--- src/rtl/head_core_array_mem_ctrl_pkg.sv ---
// Shared definitions for the head core-array memory controller.
// host_addr layout (MSB first): out-of-array flag, broadcast flag,
// core select, per-core cmem address. Positions below are counted down
// from the MSB (bit index = HA - *_FROM_TOP).
package head_core_array_mem_ctrl_pkg;

    localparam int OOA_FROM_TOP   = 1;
    localparam int BCAST_FROM_TOP = 2;

    function automatic int host_addr_width(input int sel_w, input int addr_w);
        return addr_w + sel_w + 2;
    endfunction

    typedef enum logic [1:0] {
        RD_IDLE     = 2'd0,
        RD_WAIT_RSP = 2'd1,
        RD_RESP     = 2'd2
    } rd_state_e;

    typedef enum logic {
        FIN_IDLE  = 1'b0,
        FIN_ARMED = 1'b1
    } fin_state_e;

endpackage

--- src/rtl/head_core_array_mem_ctrl_finish_agg.sv ---
// head_core_finish_agg: start-armed finish aggregation across the core array.
// Ports:
//   clk, rst_n          clock, async active-low reset
//   start               arm (or re-arm) and clear all sticky flags
//   core_finish_array   per-core finish pulses (counted only while armed)
//   core_en_mask        1 = core must finish; 0 = core counts as complete
//   finish              one-cycle pulse when every core is complete
//   finish_flags        sticky per-core finish status
module head_core_finish_agg
    import head_core_array_mem_ctrl_pkg::*;
#(
    parameter int CORE_NUM = 16
) (
    input  logic                clk,
    input  logic                rst_n,
    input  logic                start,
    input  logic [CORE_NUM-1:0] core_finish_array,
    input  logic [CORE_NUM-1:0] core_en_mask,
    output logic                finish,
    output logic [CORE_NUM-1:0] finish_flags
);

    fin_state_e          state_q;
    logic [CORE_NUM-1:0] flags_q;
    logic                finish_q;

    // Live pulses are folded in so finish lands the cycle after the last pulse.
    logic all_done;
    logic all_masked;
    assign all_done   = &(flags_q | core_finish_array | ~core_en_mask);
    assign all_masked = ~|core_en_mask;

    always_ff @(posedge clk or negedge rst_n) begin
        if (!rst_n) begin
            state_q  <= FIN_IDLE;
            flags_q  <= '0;
            finish_q <= 1'b0;
        end else begin
            finish_q <= 1'b0;
            if (start) begin
                // start wins over any completion seen in the same cycle
                flags_q <= '0;
                if (all_masked) begin
                    finish_q <= 1'b1;
                    state_q  <= FIN_IDLE;
                end else begin
                    state_q  <= FIN_ARMED;
                end
            end else if (state_q == FIN_ARMED) begin
                if (all_done) begin
                    finish_q <= 1'b1;
                    flags_q  <= '0;
                    state_q  <= FIN_IDLE;
                end else begin
                    flags_q  <= flags_q | core_finish_array;
                end
            end
        end
    end

    assign finish       = finish_q;
    assign finish_flags = flags_q;

endmodule

--- src/rtl/head_core_array_mem_ctrl.sv ---
// head_core_array_mem_ctrl: host-side memory/control front end for the core
// array. Routes host writes (unicast or masked broadcast) and single
// outstanding reads to CORE_NUM cores, reports read errors/timeouts, and
// aggregates per-core finish pulses.
// Ports:
//   clk, rst_n                 clock, async active-low reset
//   host_addr/wdata/wen/ren    host request; host_ready = accepted this cycle
//   host_rdata/rvld/rerr       one-cycle read response, rerr qualifies it
//   core_mem_*_array           registered per-core memory strobes/data
//   core_mem_rdata/rvld_array  per-core read return
//   core_en_mask               per-core participation
//   start/core_finish_array    finish aggregation control and inputs
//   finish/finish_flags        array-done pulse and sticky per-core status
module head_core_array_mem_ctrl
    import head_core_array_mem_ctrl_pkg::*;
#(
    parameter  int CORE_NUM        = 16,
    parameter  int CORE_SEL_WIDTH  = 4,
    parameter  int CMEM_ADDR_WIDTH = 14,
    parameter  int DATA_WIDTH      = 16,
    parameter  int RD_TIMEOUT      = 63,
    localparam int HA              = host_addr_width(CORE_SEL_WIDTH, CMEM_ADDR_WIDTH)
) (
    input  logic                                clk,
    input  logic                                rst_n,
    input  logic [HA-1:0]                       host_addr,
    input  logic [DATA_WIDTH-1:0]               host_wdata,
    input  logic                                host_wen,
    input  logic                                host_ren,
    output logic                                host_ready,
    output logic [DATA_WIDTH-1:0]               host_rdata,
    output logic                                host_rvld,
    output logic                                host_rerr,
    output logic [CORE_NUM*CMEM_ADDR_WIDTH-1:0] core_mem_addr_array,
    output logic [CORE_NUM*DATA_WIDTH-1:0]      core_mem_wdata_array,
    output logic [CORE_NUM-1:0]                 core_mem_wen_array,
    output logic [CORE_NUM-1:0]                 core_mem_ren_array,
    input  logic [CORE_NUM*DATA_WIDTH-1:0]      core_mem_rdata_array,
    input  logic [CORE_NUM-1:0]                 core_mem_rvld_array,
    input  logic [CORE_NUM-1:0]                 core_en_mask,
    input  logic                                start,
    input  logic [CORE_NUM-1:0]                 core_finish_array,
    output logic                                finish,
    output logic [CORE_NUM-1:0]                 finish_flags
);

    localparam int SELN = 2 ** CORE_SEL_WIDTH;
    localparam int TW   = $clog2(RD_TIMEOUT + 1);
    localparam logic [CORE_SEL_WIDTH:0] SEL_LIM = (CORE_SEL_WIDTH + 1)'(CORE_NUM);

    // ---------------- request decode ----------------
    logic                       ooa, bcast;
    logic [CORE_SEL_WIDTH-1:0]  sel;
    logic [CMEM_ADDR_WIDTH-1:0] caddr;
    assign ooa   = host_addr[HA-OOA_FROM_TOP];
    assign bcast = host_addr[HA-BCAST_FROM_TOP];
    assign sel   = host_addr[CMEM_ADDR_WIDTH +: CORE_SEL_WIDTH];
    assign caddr = host_addr[CMEM_ADDR_WIDTH-1:0];

    // Mask padded to the full select range so out-of-range selects read 0.
    logic [SELN-1:0] mask_pad;
    always_comb begin
        mask_pad = '0;
        mask_pad[CORE_NUM-1:0] = core_en_mask;
    end

    logic host_ready_q;
    logic accept, wr_acc, rd_acc, rd_legal;
    assign accept   = (host_wen | host_ren) & host_ready_q & ~ooa;
    assign wr_acc   = accept & host_wen;
    assign rd_acc   = accept & host_ren & ~host_wen;  // write wins, read dropped
    assign rd_legal = ~bcast & ({1'b0, sel} < SEL_LIM) & mask_pad[sel];

    // ---------------- per-core registered outputs ----------------
    logic [CORE_NUM-1:0]                      wen_d, ren_d, wen_q, ren_q;
    logic [CORE_NUM-1:0][CMEM_ADDR_WIDTH-1:0] addr_q;
    logic [CORE_NUM-1:0][DATA_WIDTH-1:0]      wdata_q;
    logic [CORE_NUM-1:0][DATA_WIDTH-1:0]      rdata_in;
    assign rdata_in = core_mem_rdata_array;

    for (genvar i = 0; i < CORE_NUM; i++) begin : g_core
        logic hit_sel;
        assign hit_sel  = (sel == CORE_SEL_WIDTH'(i));
        assign wen_d[i] = wr_acc & core_en_mask[i] & (bcast | hit_sel);
        assign ren_d[i] = rd_acc & rd_legal & hit_sel;

        // Address/data hold their last value between accesses to this core.
        always_ff @(posedge clk or negedge rst_n) begin
            if (!rst_n) begin
                addr_q[i]  <= '0;
                wdata_q[i] <= '0;
            end else begin
                if (wen_d[i] | ren_d[i]) addr_q[i]  <= caddr;
                if (wen_d[i])            wdata_q[i] <= host_wdata;
            end
        end
    end

    always_ff @(posedge clk or negedge rst_n) begin
        if (!rst_n) begin
            wen_q <= '0;
            ren_q <= '0;
        end else begin
            wen_q <= wen_d;
            ren_q <= ren_d;
        end
    end

    assign core_mem_addr_array  = addr_q;
    assign core_mem_wdata_array = wdata_q;
    assign core_mem_wen_array   = wen_q;
    assign core_mem_ren_array   = ren_q;

    // ---------------- read FSM ----------------
    rd_state_e                 rd_state_q;
    logic [CORE_SEL_WIDTH-1:0] rd_sel_q;
    logic                      rd_err_q;
    logic [DATA_WIDTH-1:0]     rd_data_q;
    logic [TW-1:0]             tcnt_q;
    logic                      host_rvld_q, host_rerr_q;
    logic [DATA_WIDTH-1:0]     host_rdata_q;

    // Only the outstanding core's return is looked at; others are ignored.
    logic                  sel_rvld;
    logic [DATA_WIDTH-1:0] sel_rdata;
    always_comb begin
        sel_rvld  = 1'b0;
        sel_rdata = '0;
        for (int i = 0; i < CORE_NUM; i++) begin
            if (rd_sel_q == CORE_SEL_WIDTH'(i)) begin
                sel_rvld  = core_mem_rvld_array[i];
                sel_rdata = rdata_in[i];
            end
        end
    end

    always_ff @(posedge clk or negedge rst_n) begin
        if (!rst_n) begin
            rd_state_q   <= RD_IDLE;
            rd_sel_q     <= '0;
            rd_err_q     <= 1'b0;
            rd_data_q    <= '0;
            tcnt_q       <= '0;
            host_ready_q <= 1'b1;
            host_rvld_q  <= 1'b0;
            host_rerr_q  <= 1'b0;
            host_rdata_q <= '0;
        end else begin
            host_rvld_q <= 1'b0;
            case (rd_state_q)
                RD_IDLE: begin
                    if (rd_acc) begin
                        rd_sel_q     <= sel;
                        host_ready_q <= 1'b0;
                        if (rd_legal) begin
                            tcnt_q     <= '0;
                            rd_state_q <= RD_WAIT_RSP;
                        end else begin
                            rd_err_q   <= 1'b1;
                            rd_data_q  <= '0;
                            rd_state_q <= RD_RESP;
                        end
                    end
                end
                RD_WAIT_RSP: begin
                    if (sel_rvld) begin
                        rd_err_q   <= 1'b0;
                        rd_data_q  <= sel_rdata;
                        rd_state_q <= RD_RESP;
                    end else if (tcnt_q == TW'(RD_TIMEOUT)) begin
                        rd_err_q   <= 1'b1;
                        rd_data_q  <= '0;
                        rd_state_q <= RD_RESP;
                    end else begin
                        tcnt_q <= tcnt_q + 1'b1;
                    end
                end
                RD_RESP: begin
                    host_rvld_q  <= 1'b1;
                    host_rerr_q  <= rd_err_q;
                    host_rdata_q <= rd_data_q;
                    host_ready_q <= 1'b1;
                    rd_state_q   <= RD_IDLE;
                end
                default: rd_state_q <= RD_IDLE;
            endcase
        end
    end

    assign host_ready = host_ready_q;
    assign host_rvld  = host_rvld_q;
    assign host_rerr  = host_rerr_q;
    assign host_rdata = host_rdata_q;

    // ---------------- finish aggregation ----------------
    head_core_finish_agg #(
        .CORE_NUM(CORE_NUM)
    ) u_finish_agg (
        .clk              (clk),
        .rst_n            (rst_n),
        .start            (start),
        .core_finish_array(core_finish_array),
        .core_en_mask     (core_en_mask),
        .finish           (finish),
        .finish_flags     (finish_flags)
    );

endmodule

--- config.mk ---
export PLATFORM = sky130hd
export DESIGN_NAME = head_core_array_mem_ctrl
export DESIGN_NICKNAME = d
export VERILOG_FILES = /design/src/rtl/head_core_array_mem_ctrl_pkg.sv /design/src/rtl/head_core_array_mem_ctrl_finish_agg.sv /design/src/rtl/head_core_array_mem_ctrl.sv
export SDC_FILE = /design/constraint.sdc
export NUM_CORES = 1
export LEC_CHECK = 0
export CELL_PAD_IN_SITES_DETAIL_PLACEMENT = 1
export CELL_PAD_IN_SITES_GLOBAL_PLACEMENT = 1
export CORE_AREA = 3 3 343 345
export CTS_CLUSTER_SIZE = 8
export DETAILED_ROUTE_END_ITERATION = 10
export DIE_AREA = 0 0 346 348
export HOLD_SLACK_MARGIN = 0.05
export MAX_ROUTING_LAYER = met4
export PLACE_DENSITY = 0.54
export SYNTH_ARGS = -nofsm -noshare
export SYNTH_HDL_FRONTEND = slang
export SYNTH_SLANG_ARGS = --single-unit
--- constraint.sdc ---
create_clock -name clk -period 6.4 [get_ports clk]
set_input_delay 1.28 -clock clk [delete_from_list [all_inputs] [get_ports clk]]
set_output_delay 1.28 -clock clk [all_outputs]
set_load 0.02 [all_outputs]
# Word level (Yosys, flattened, before mapping)

Index checks and enable logic that the tools add are counted.

Reductions and logical operators: 13
Equality and inequality tests: 39
Multiplexer cells: 68
Order comparisons: 1
Bitwise operators: 94
$add $sub $neg: 1

Operators by type and width:

| cell                                                                         | number |
|---|---|
| 16-bit 2-to-1 mux                                                            | 23 |
| 4-bit equality test, second input constant                                   | 16 |
| 1-bit bitwise AND                                                            | 55 |
| 1-bit OR                                                                     | 33 |
| 4-bit by 3-bit equality test with 1-bit output, second input constant        | 8 |
| 16-bit OR                                                                    | 2 |
| 16-bit one-hot mux with 2 select lines                                       | 1 |
| 1-bit 2-to-1 mux                                                             | 31 |
| 6-bit 2-to-1 mux                                                             | 4 |
| 4-bit by 2-bit equality test with 1-bit output, second input constant        | 4 |
| 16-bit inverter                                                              | 1 |
| 16-bit AND reduction                                                         | 1 |
| 16-bit OR reduction                                                          | 1 |
| 6-bit one-hot mux with 2 select lines                                        | 1 |
| 2-bit != test, second input constant                                         | 5 |
| 4-bit by 1-bit equality test with 1-bit output, second input constant        | 2 |
| 4-bit logical NOT                                                            | 2 |
| 2-bit 2-to-1 mux                                                             | 4 |
| 6-bit by 1-bit adder with 6-bit output, second input constant                | 1 |
| 6-bit equality test, second input constant                                   | 1 |
| 2-bit AND reduction                                                          | 3 |
| 2-bit nonzero test                                                           | 3 |
| 4-bit by 5-bit less-than comparator with 1-bit output, second input constant | 1 |
| 5-bit AND reduction                                                          | 1 |
| 9 further kinds                                                              | 12 |

Word-level logic and storage cells: 262
Bits in registers: 578

# Depth between registers and ports, before layout

Gate-level depths: netlist of run 1.

Depth in word-level cells: 19
Gate-level depth with buffers: 10
Mapped depth without buffers: 6

# By module

From an unflattened synthesis of run 1, not the netlist that was laid out.

Cells, all modules: 2149
Area, all modules: 25540.7 µm²

Modules (own cells, without submodules):

| module                   | area each (µm²) | sequential area each (µm²) | cells each | instances |
|---|---|---|---|---|
| head_core_array_mem_ctrl | 24613.6         | 14014.7                    | 2059       | 1 |
| head_core_finish_agg     | 927.1           | 450.4                      | 90         | 1 |

# Worst setup path before layout of run 1

No wires, ideal clock.

Path type: input port to flip-flop
Start: input port host_addr[17]
End: register addr_q (netlist bit core_mem_addr_array[157])
Required time: 6.275 ns
Data arrival time: 3.174 ns
Library setup time: 0.125 ns
Stages: 9
Path slack: 3.101 ns
Path through: buf_4 > mux2_1 > o22ai_1 > or2_1 > or4_1 > buf_6 > o21ai_4 > buf_12 > mux2_4

Word-level cells in the longest chain between the ends: 6
Elaborated cells on any way between the ends: 9
Those cells by class: eq/ne: 1; mux: 2; bitwise: 6

RTL lines:

| element                                   | line                           | source |
|---|---|---|
| from (decl)                               | head_core_array_mem_ctrl.sv:26 | `input logic [HA-1:0] host_addr,` |
| 1-bit binary-select mux with 4-bit select | head_core_array_mem_ctrl.sv:72 | `assign rd_legal = ~bcast & ({1'b0, sel} < SEL_LIM) & mask_pad[sel];` |
| 1-bit 2-to-1 mux (implied by the code)    | head_core_array_mem_ctrl.sv:72 |  |
| 1-bit bitwise AND                         | head_core_array_mem_ctrl.sv:72 |  |
| 1-bit bitwise AND (2 in series)           | head_core_array_mem_ctrl.sv:85 | `assign ren_d[i] = rd_acc & rd_legal & hit_sel;` |
| 1-bit OR (*)                              | head_core_array_mem_ctrl.sv:93 | `if (wen_d[i] \| ren_d[i]) addr_q[i] <= caddr;` |
| to (signal, indexed assignment)           | head_core_array_mem_ctrl.sv:93 |  |
| to (decl)                                 | head_core_array_mem_ctrl.sv:76 | `logic [CORE_NUM-1:0][CMEM_ADDR_WIDTH-1:0] addr_q;` |

Mark *: on every way between the ends. The rest lies on a longest branch, timed or not. The select of a mux whose other input is x is not followed.
A chain may end at the register's enable or synchronous reset.

# Worst setup path after layout of run 1

Start: input port host_addr[17]
End: register addr_q (netlist bit core_mem_addr_array[167])

The elaborated chain is that of the path after synthesis.

==> impl_metrics.ini, run 1 <==
[clock_network]
cts_buffers = 84
clockRootBuffer = clkbuf_16
cts_htree_levels = 3
cts_resized = 0
clk_path_buf_depth = 3
clk_latency_ns = 0.64
post_cts_buffers = 0
cts.clk_slew.worst_paths_ns = 0.06
holdBufCountCts = 0
cts.sinks = 578
cts_tree = built

[yosys]
synth_area_mm2 = 0.0249
avgSynthCellArea_um2 = 11.5
synth_top_area_cell = dfrtp_1
yosysTopAreaCellShare = 0.579
async_flop_share = 1.00
ys.flop_type = dfrtp_1
synth_top_cells_by_count = 611 x nand2_1, 577 x dfrtp_1, 294 x mux2_2, 90 x clkbuf_1, 65 x nor2_1
yosysUniqueCellTypes = 71
synth_edf_count = 0
synth_cells = 2165
netlist_top_cells_area = dfrtp_1 58%, mux2_2 13%, nand2_1 9.2%
ys_warn_count = 0
ys_ff_latch = 578
yosysMostFrequentCell = nand2_1
syn-num-nets = 2511
yosysSeqAreaShare = 0.580

[timing]
hold_viol = 0
final-setup-viol-count = 0
tns_ns = 0
relSlewSlack = 0.247
rsz0062_at_grt = no
drv_slew = 0
fin_crit_ns = 4.07
post-route-period-util = 0.637
tightest_slew_ns = 1.13
fin_skew_ns = 0.0423
fmax_ghz = 0.245
finalWorstSetupSlack_ns = 2.33

[floorplan]
die_w_um = 346
num_rows = 124
core_mm2 = 0.115
dieArea_mm2 = 0.120
pin_count = 893
die_h_um = 348
start_util = 0.218

[power_and_ir_drop]
power.share.sequential = 0.313
internal-power_mw = 12.3
ir_worst_vdd_mv = 0.241
p_clk_frac = 0.207
p_per_area_mw_per_mm2 = 535
p_leak_nw = 16.3
combPwrFrac = 0.480
sw_frac_of_total = 0.395
p_switching_mw = 8.02

[hold_path]
holdPathStages = 2
hold_path.class = reg -> reg
min_from = rd_data_q[13]
holdPathEnd = host_rdata[13]

[grt]
antenna_found_initial = 20
grt_max_degree = 133
grt_first_pass_wirelength_mm = 178
first_global_vias = 22438
grt.overflow.total = 0
grt_usage = 0.211

[outcome]
status = complete, no violations

[critical_path]
ff2ff_setup_slack_ns = 2.71
path_class = in -> reg
cp_data_required_time_ns = 6.92
timing.rr.start = rd_sel_q[1]
critPathCaptureType = register
rr_worst_depth = 7
worstPathMaxFanout = 18
timing.rr.end = tcnt_q[5]
cp-start-kind = input pin
arrival_ns = 4.60

[place]
place_area_mm2 = 0.0355
place.gp.congestion = 0.829
io_buffers = 892
dpl.hpwl_mm = 93.6
dp.cells = 4475
dpl_worst_slack_ns = 1.62

[detailed_routing]
firstDrtPassIters = 5
wl_mm = 125
drc = 0
post_drt_via_cell_ratio = 4.53
final_antenna_net_count = 0
via_count = 20763
first_iter_violations = 906
wl_per_cell_um = 27.4

[finish]
instances_no_fill = 4587
areaGrowthSynthToFinish_pct = 52.2
fin_nets = 3395
stdcell_area_mm2 = 0.0380
drive_above_1_share = 0.172

[job]
drv_cap = 0
-- sequential cells by signal, indices dropped and copies added, names as in the netlist --
name                       count
core_mem_ren_array            16
u_finish_agg.state_q           1
rd_err_q                       1
host_rvld                      1
rd_state_q                     2
core_mem_wdata_array         256
core_mem_addr_array          224
core_mem_wen_array            16
host_rerr                      1
host_rdata                    16
host_ready                     1
u_finish_agg.finish            1
rd_data_q                     16
u_finish_agg.finish_flags     16
rd_sel_q                       4
tcnt_q                         6
-- cell usage in the layout, fill, tap and decap left out, drive strengths merged, types with 4 or more instances in the layout --
| cell type | netlist | final |
|---|---|---|
| a2111oi | 5 | 5 |
| o2bb2ai | 11 | 11 |
| a211oi | 8 | 8 |
| a221oi | 13 | 13 |
| o31ai | 5 | 5 |
| o21a | 8 | 8 |
| a32oi | 6 | 6 |
| mux2 | 336 | 336 |
| mux2i | 16 | 16 |
| clkinv | 13 | 20 |
| clkdlybuf4s50 | 0 | 891 |
| buf | 54 | 51 |
| nand3 | 9 | 9 |
| o32ai | 5 | 5 |
| or3 | 10 | 10 |
| nand2 | 611 | 611 |
| or2 | 4 | 4 |
| o211ai | 20 | 20 |
| nand4 | 4 | 4 |
| nor4 | 9 | 9 |
| a31oi | 7 | 7 |
| a22o | 6 | 6 |
| a21oi | 45 | 45 |
| o22a | 6 | 6 |
| clkbuf | 90 | 92 |
| nor3b | 18 | 18 |
| o22ai | 15 | 15 |
| nor2b | 14 | 14 |
| diode | 0 | 10 |
| nor3 | 13 | 13 |
| inv | 18 | 18 |
| o21ai | 50 | 50 |
| a32o | 6 | 6 |
| nand2b | 9 | 9 |
| a21o | 4 | 4 |
| mux4 | 19 | 19 |
| nor2 | 65 | 65 |
| a21boi | 4 | 4 |
| a22oi | 18 | 18 |
| dfrtp | 577 | 577 |
-- routing by layer --
layer	GRT usage	share of wire	vias to the layer above
met5	-	0	-
met4	0.0494	0.022	0
met3	0.0789	0.086	148
met2	0.337	0.47	707
met1	0.252	0.42	10721
li1	-	-	9187
-- worst max path at each step --
stage | endpoint | startpoint
6_report | core_mem_addr_array[167] | host_addr[17]
5_1_grt | core_mem_addr_array[167] | host_addr[17]
2_1_floorplan | core_mem_addr_array[157] | host_addr[17]
3_3_place_gp | core_mem_addr_array[77] | host_addr[17]
4_1_cts | core_mem_addr_array[76] | host_addr[17]
3_5_place_dp | core_mem_addr_array[74] | host_addr[17]
-- logic make-up (layout without fill, tap and decap cells) --
group | Yosys count | in the layout | synth area share
buffers and inverters | 175 | 1075 | 0.0324
and+or+nand+nor | 781 | 781 | 0.129
muxes | 371 | 371 | 0.180
AOI/OAI and AO/OA | 259 | 259 | 0.0784
adders and majority gates | 1 | 1 | 0.000502
other | 0 | 10 | 0
DFF | 578 | 578 | 0.580
-- per-stage QoR --
step	util	power [mW]	hold slack, ns
finish	0.332	20.3	0.462
global placement	0.310	16.1	0.457
floorplan	-	10.9	0.439
global route	0.332	21.4	0.498
CTS	0.331	20.6	0.475
detailed placement	0.310	16.2	0.463
-- power by group through the flow --
stage	logic, mW	registers [mW]	clock network [mW]
floorplan	2.68	8.18	0
global placement	9.80	6.34	0
detailed placement	9.83	6.38	0
CTS	9.87	6.38	4.34
global route	10.3	6.61	4.49
finish	9.74	6.36	4.20
-- worst max-delay path, cell delays in order --
cell and delay [ns]:
clkdlybuf4s50_1 0.95, mux2_1 0.24, o22ai_1 0.09, or2_1 0.34, or4_1 0.62, o21ai_4 0.64
mux2_2 0.40
-- cell type report --
cell class	count	area, um2
Timing Repair Buffer	942	9350
Multi-Input combinational cell	1412	9710
Antenna cell	10	25.0
Clock buffer	92	2180
Tap cell	1512	1890
Sequential cell	578	14500
Fill cell	12545	76500
Clock inverter	10	214
Inverter	31	116
Power figures use the tool's default switching activity.
==> inputs of run 2 (changes only) <==
--- a/config.mk
+++ b/config.mk
@@ -13,7 +13,7 @@
 export DIE_AREA = 0 0 346 348
 export HOLD_SLACK_MARGIN = 0.05
 export MAX_ROUTING_LAYER = met4
-export PLACE_DENSITY = 0.54
+export PLACE_DENSITY = 0.56
 export SYNTH_ARGS = -nofsm -noshare
 export SYNTH_HDL_FRONTEND = slang
 export SYNTH_SLANG_ARGS = --single-unit
==> constraint.sdc (replaced) <==
create_clock -name clk -period 3.45 [get_ports clk]
set_input_delay 0.69 -clock clk [delete_from_list [all_inputs] [get_ports clk]]
set_output_delay 0.69 -clock clk [all_outputs]
set_load 0.02 [all_outputs]
==> run 2 against run 1 <==
Routed wire length grew 0.11%. Global-route usage about the same. First-iteration DRC count up 12%. Via count is 1.3% higher.
==> impl_metrics.ini, run 2 (synthesis gave the netlist of run 1 again) <==
[power_and_ir_drop]
ir_worst_vdd_mv = 0.521
p_leak_nw = 16.8
p_per_area_mw_per_mm2 = 969

[timing]
tightest_slew_ns = 1.27
post-route-period-util = 0.938
final-setup-viol-count = 0
rsz0062_at_grt = no
drv_slew = 0
relSlewSlack = 0.149
fin_crit_ns = 3.24
fmax_ghz = 0.309
hold_viol = 0
finalWorstSetupSlack_ns = 0.214
fin_skew_ns = 0.0336
tns_ns = 0

[floorplan]
num_rows = 124
dieArea_mm2 = 0.120
die_w_um = 346
pin_count = 893
die_h_um = 348
core_mm2 = 0.115
start_util = 0.218

[critical_path]
cp_data_required_time_ns = 3.98
ff2ff_setup_slack_ns = 0.21
rr_worst_depth = 7
timing.rr.end = rd_data_q[9]
endpoint = rd_data_q[9]
arrival_ns = 3.76
startpoint = rd_sel_q[1]
timing.rr.start = rd_sel_q[1]
path_class = reg -> reg
cp-start-kind = register
worstPathMaxFanout = 18
critPathCaptureType = register

[grt]
grt_usage = 0.211
grt_first_pass_wirelength_mm = 179
grt_max_degree = 78
grt.overflow.total = 0
antenna_found_initial = 18
first_global_vias = 22902

[finish]
fillers = 12599
largest_register_ffs = 256
final_common_cell = clkdlybuf4s50_1
final_cell_mix = 891 x clkdlybuf4s50_1, 611 x nand2_1, 574 x dfrtp_1, 294 x mux2_2, 107 x buf_4
areaGrowthSynthToFinish_pct = 55.9
drive_above_1_share = 0.193
fin_nets = 3481

[clock_network]
clk_latency_ns = 0.65
cts_resized = 0
cts_htree_levels = 3
clk_path_buf_depth = 3
clockRootBuffer = clkbuf_16
cts.sinks = 578
cts.clk_slew.worst_paths_ns = 0.06
cts_tree = built
cts_buffers = 84

[detailed_routing]
via_count = 21041
wl_mm = 126
wl_per_cell_um = 26.8
drc = 0
post_drt_via_cell_ratio = 4.49
first_iter_violations = 1018
firstDrtPassIters = 5
final_antenna_net_count = 0

[place]
io_buffers = 892
place.gp.congestion = 0.855
dpl.hpwl_mm = 95.4
dpl_worst_slack_ns = 0.0848

[job]
drv_cap = 0

[outcome]
status = complete, no violations

[hold_path]
hold_path.class = reg -> reg
==> run 2: cell types whose count changed in the layout (fill, tap and decap cells not counted) <==
cell           previous run  this run
bufinv_16                 2         1
clkinv_16                 4         2
inv_6                     0         2
buf_4                    47       107
clkinvlp_4                1         0
diode_2                  10        15
dlygate4sd3_1             0         1
clkbuf_1                  5        14
buf_12                    3        28
clkbuf_16                86        85
clkinv_8                  1         2
clkinv_2                  2         1
clkinv_4                  0         1
==> run 2: metal layers <==
metal  up-vias  track usage  share of wire
met3       106       0.0727          0.083
met1     10852        0.252           0.42
li1       9369            -              -
met4         0       0.0432          0.017
met5         -            -              0
met2       714        0.345           0.48
==> run 2: timing repair <==
| action | in CTS | in global routing |
|---|---|---|
| hold buffers | 1 | 0 |
| buffers inserted | 0 | 0 |
| endpoints found under the hold margin | 17 | 0 |
==> run 2: worst min-delay path by stage <==
| stage | startpoint | to | slack, ns | cells past startpoint |
|---|---|---|---|---|
| 4_1_cts | core_mem_wdata_array[106] | core_mem_wdata_array[106] | 0.48 | 2 |
| 3_5_place_dp | core_mem_wdata_array[231] | core_mem_wdata_array[231] | 0.46 | 2 |
| 5_1_grt | core_mem_wdata_array[80] | core_mem_wdata_array[80] | 0.50 | 2 |
| 2_1_floorplan | rst_n | core_mem_addr_array[0] | 0.39 | 0 |
| 3_3_place_gp | core_mem_wdata_array[208] | core_mem_wdata_array[208] | 0.46 | 2 |
| 6_report | core_mem_wdata_array[84] | core_mem_wdata_array[84] | 0.47 | 2 |
==> run 2: power breakdown <==
part,switching (mW),internal [mW]
sequential,1.93,9.88
combinational,9.75,8.49
clock,3.12,4.51
==> run 2: cell type report <==
class | instances | area [um2] | area share
multi-input cells | 1412 | 9710 | 0.250
flip-flops and latches | 578 | 14500 | 0.372
inverters | 31 | 116 | 0.00299
well taps | 1512 | 1890 | 0.0487
clock buffers | 100 | 2190 | 0.0564
clock inverters | 9 | 154 | 0.00396
diodes | 15 | 37.5 | 0.000965
repair buffers | 1028 | 10300 | 0.265
==> run 2: critical path: stages (launching register included) <==
cell	delay (ns)
dfrtp_2	0.48
buf_4	0.20
nor2_1	0.69
a32oi_1	0.21
o22a_1	0.23
nand4_1	0.30
o2111ai_2	0.57
a22o_1	0.42
==> run 2: metrics by stage <==
stage / total power, mW / util / cell area [um2] / hold slack (ns) / std cells
final: 37.7 / 0.340 / 38900 / 0.471 / 4685
after global routing: 39.8 / 0.339 / 38900 / 0.497 / 4679
after CTS: 38.2 / 0.339 / 38800 / 0.478 / 4670
after detailed placement: 30.2 / 0.319 / 36500 / 0.464 / 4560
after global placement: 30.1 / 0.319 / 36500 / 0.457 / 4560
after floorplan: 20.1 / - / 24900 / 0.394 / 2165
==> inputs of run 3 (changes only) <==
--- a/config.mk
+++ b/config.mk
@@ -13,7 +13,7 @@
 export DIE_AREA = 0 0 346 348
 export HOLD_SLACK_MARGIN = 0.05
 export MAX_ROUTING_LAYER = met4
-export PLACE_DENSITY = 0.56
+export PLACE_DENSITY = 0.54
 export SYNTH_ARGS = -nofsm -noshare
 export SYNTH_HDL_FRONTEND = slang
 export SYNTH_SLANG_ARGS = --single-unit
==> constraint.sdc (replaced) <==
create_clock -name clk -period 3.7 [get_ports clk]
set_input_delay 0.74 -clock clk [delete_from_list [all_inputs] [get_ports clk]]
set_output_delay 0.74 -clock clk [all_outputs]
set_load 0.02 [all_outputs]
==> run 3 against run 2 <==
Worst setup slack gained 0.50 ns. First-iteration DRC count is 4.3% lower. Power fell by 7.0%. Count of clock-buffer cells in the layout shrank 5. Non-clock buffer count is 7 lower. Critical path depth stayed put. Sequential share of layout area rose by 0.26 points. Combinational power down 7%. Worst hold slack lost 0.38 ns.
==> impl_metrics.ini, run 3 (synthesis gave the netlist of run 1 again) <==
[critical_path]
endpoint = core_mem_addr_array[70]
timing.rr.end = rd_data_q[12]
arrival_ns = 3.49
cp_cell_sequence = clkdlybuf4s50_1 > buf_12 > mux2_2 > o22ai_1 > or3_1 > o21ai_2 > mux2_2
cpMostUsedCell = mux2_2
cp-start-kind = input pin
cp_slowest_cell = o21ai_2
cp_data_required_time_ns = 4.20
timing.rr.start = rd_sel_q[0]
ff2ff_setup_slack_ns = 0.73
rr_worst_depth = 7
critPathCaptureType = register
startpoint = host_addr[17]
path_class = in -> reg
worstPathMaxFanout = 18
max_stage_delay_ns = 0.87

[grt]
grt_first_pass_wirelength_mm = 179
grt_usage = 0.212
grt.overflow.total = 0
first_global_vias = 22559
antenna_found_initial = 20
grt_max_degree = 85

[timing]
drv_slew = 0
holdWs_ns = 0.0936
tns_ns = 0
fin_crit_ns = 2.98
rsz0062_at_grt = no
hold_viol = 0
final-setup-viol-count = 0
relSlewSlack = 0.235
fin_skew_ns = 0.0206
post-route-period-util = 0.806
tightest_slew_ns = 1.14
fmax_ghz = 0.335

[floorplan]
pin_count = 893
die_w_um = 346
die_h_um = 348
dieArea_mm2 = 0.120
num_rows = 124
start_util = 0.218
core_mm2 = 0.115

[detailed_routing]
maxUsedRoutingLayer = met4
final_antenna_net_count = 0
via_count = 21005
wl_per_cell_um = 27.1
dr_wl_met3_mm = 10.8
drc = 0
first_iter_violations = 974
route.met2.wl_mm = 60.2
wl_mm = 127
wl_met1_mm = 53.2
firstDrtPassIters = 6
post_drt_via_cell_ratio = 4.50

[finish]
areaGrowthSynthToFinish_pct = 54.9
final_cell_mix = 891 x clkdlybuf4s50_1, 611 x nand2_1, 574 x dfrtp_1, 294 x mux2_2, 112 x buf_4
final_common_cell = clkdlybuf4s50_1
fin_nets = 3474
drive_above_1_share = 0.192
stdcell_area_mm2 = 0.0386
fillers = 12540
largest_register_ffs = 256

[hold_path]
hold_path.class = in -> async

[clock_network]
cts_tree = built
cts.sinks = 578
cts.clk_slew.worst_paths_ns = 0.05
holdBufCountCts = 0
cts_buffers = 84
clk_latency_ns = 0.64
cts_resized = 0
clk_path_buf_depth = 3
cts_htree_levels = 3
clockRootBuffer = clkbuf_16
post_cts_buffers = 0

[outcome]
status = complete, no violations

[power_and_ir_drop]
ir_worst_vdd_mv = 0.463
p_leak_nw = 16.7
p_per_area_mw_per_mm2 = 907

[place]
place_area_mm2 = 0.0363
dpl.hpwl_mm = 95.8
io_buffers = 892
place.gp.congestion = 0.825

[job]
drv_cap = 0
run 3: cell count changes in the layout (fill, tap and decap cells not counted):
cell           before  now
clkinv_8            2    1
clkinv_4            1    0
clkbuf_1           14    7
buf_12             28   17
buf_4             107  112
clkinv_2            1    4
diode_2            15   11
bufinv_16           1    0
clkinv_16           2    0
inv_16              0    1
clkbuf_16          85   86
clkbuf_8            1    2
dlygate4sd3_1       1    0
run 3: critical path: cells and delay by family:
family          cells  cell delay, ns
compound gates      2            0.99
mux                 2            0.65
buf+inv             2            0.63
simple gates        1            0.43
run 3: cell type report:
class / instances / area, um2 / area share
inverters: 31 / 116 / 0.00301
repair buffers: 1021 / 10100 / 0.262
clock inverters: 8 / 73.8 / 0.00191
flip-flops and latches: 578 / 14500 / 0.375
clock buffers: 95 / 2210 / 0.0571
well taps: 1512 / 1890 / 0.0490
multi-input cells: 1412 / 9710 / 0.252
diodes: 11 / 27.5 / 0.000713
run 3: worst min path at each step:
stage,endpoint,depth (start not counted),from
6_report,core_mem_addr_array[164],1,rst_n
3_5_place_dp,core_mem_wdata_array[126],2,core_mem_wdata_array[126]
2_1_floorplan,core_mem_addr_array[0],0,rst_n
4_1_cts,core_mem_addr_array[164],1,rst_n
3_3_place_gp,core_mem_wdata_array[214],2,core_mem_wdata_array[214]
5_1_grt,core_mem_addr_array[164],1,rst_n
run 3: routing by layer:
layer	global-route usage	vias to the layer above
li1	-	9340
met1	0.255	10839
met2	0.341	696
met3	0.0786	130
met4	0.0443	0
met5	-	-
run 3: metrics by stage:
stage / utilization / cells / total power, mW / worst slack [ns]
6_report: 0.337 / 4668 / 35.0 / 0.719
5_1_grt: 0.337 / 4668 / 37.0 / 0.424
4_1_cts: 0.337 / 4657 / 35.5 / 0.714
3_5_place_dp: 0.317 / 4554 / 28.2 / 0.0483
3_3_place_gp: 0.317 / 4554 / 28.1 / 0.0656
2_1_floorplan: - / 2165 / 18.8 / 0.941
run 3: report_power, final:
part | total, mW | switching (mW) | internal [mW]
registers | 11.0 | 1.82 | 9.21
clock network | 7.03 | 2.88 | 4.15
logic | 17.0 | 9.08 | 7.89
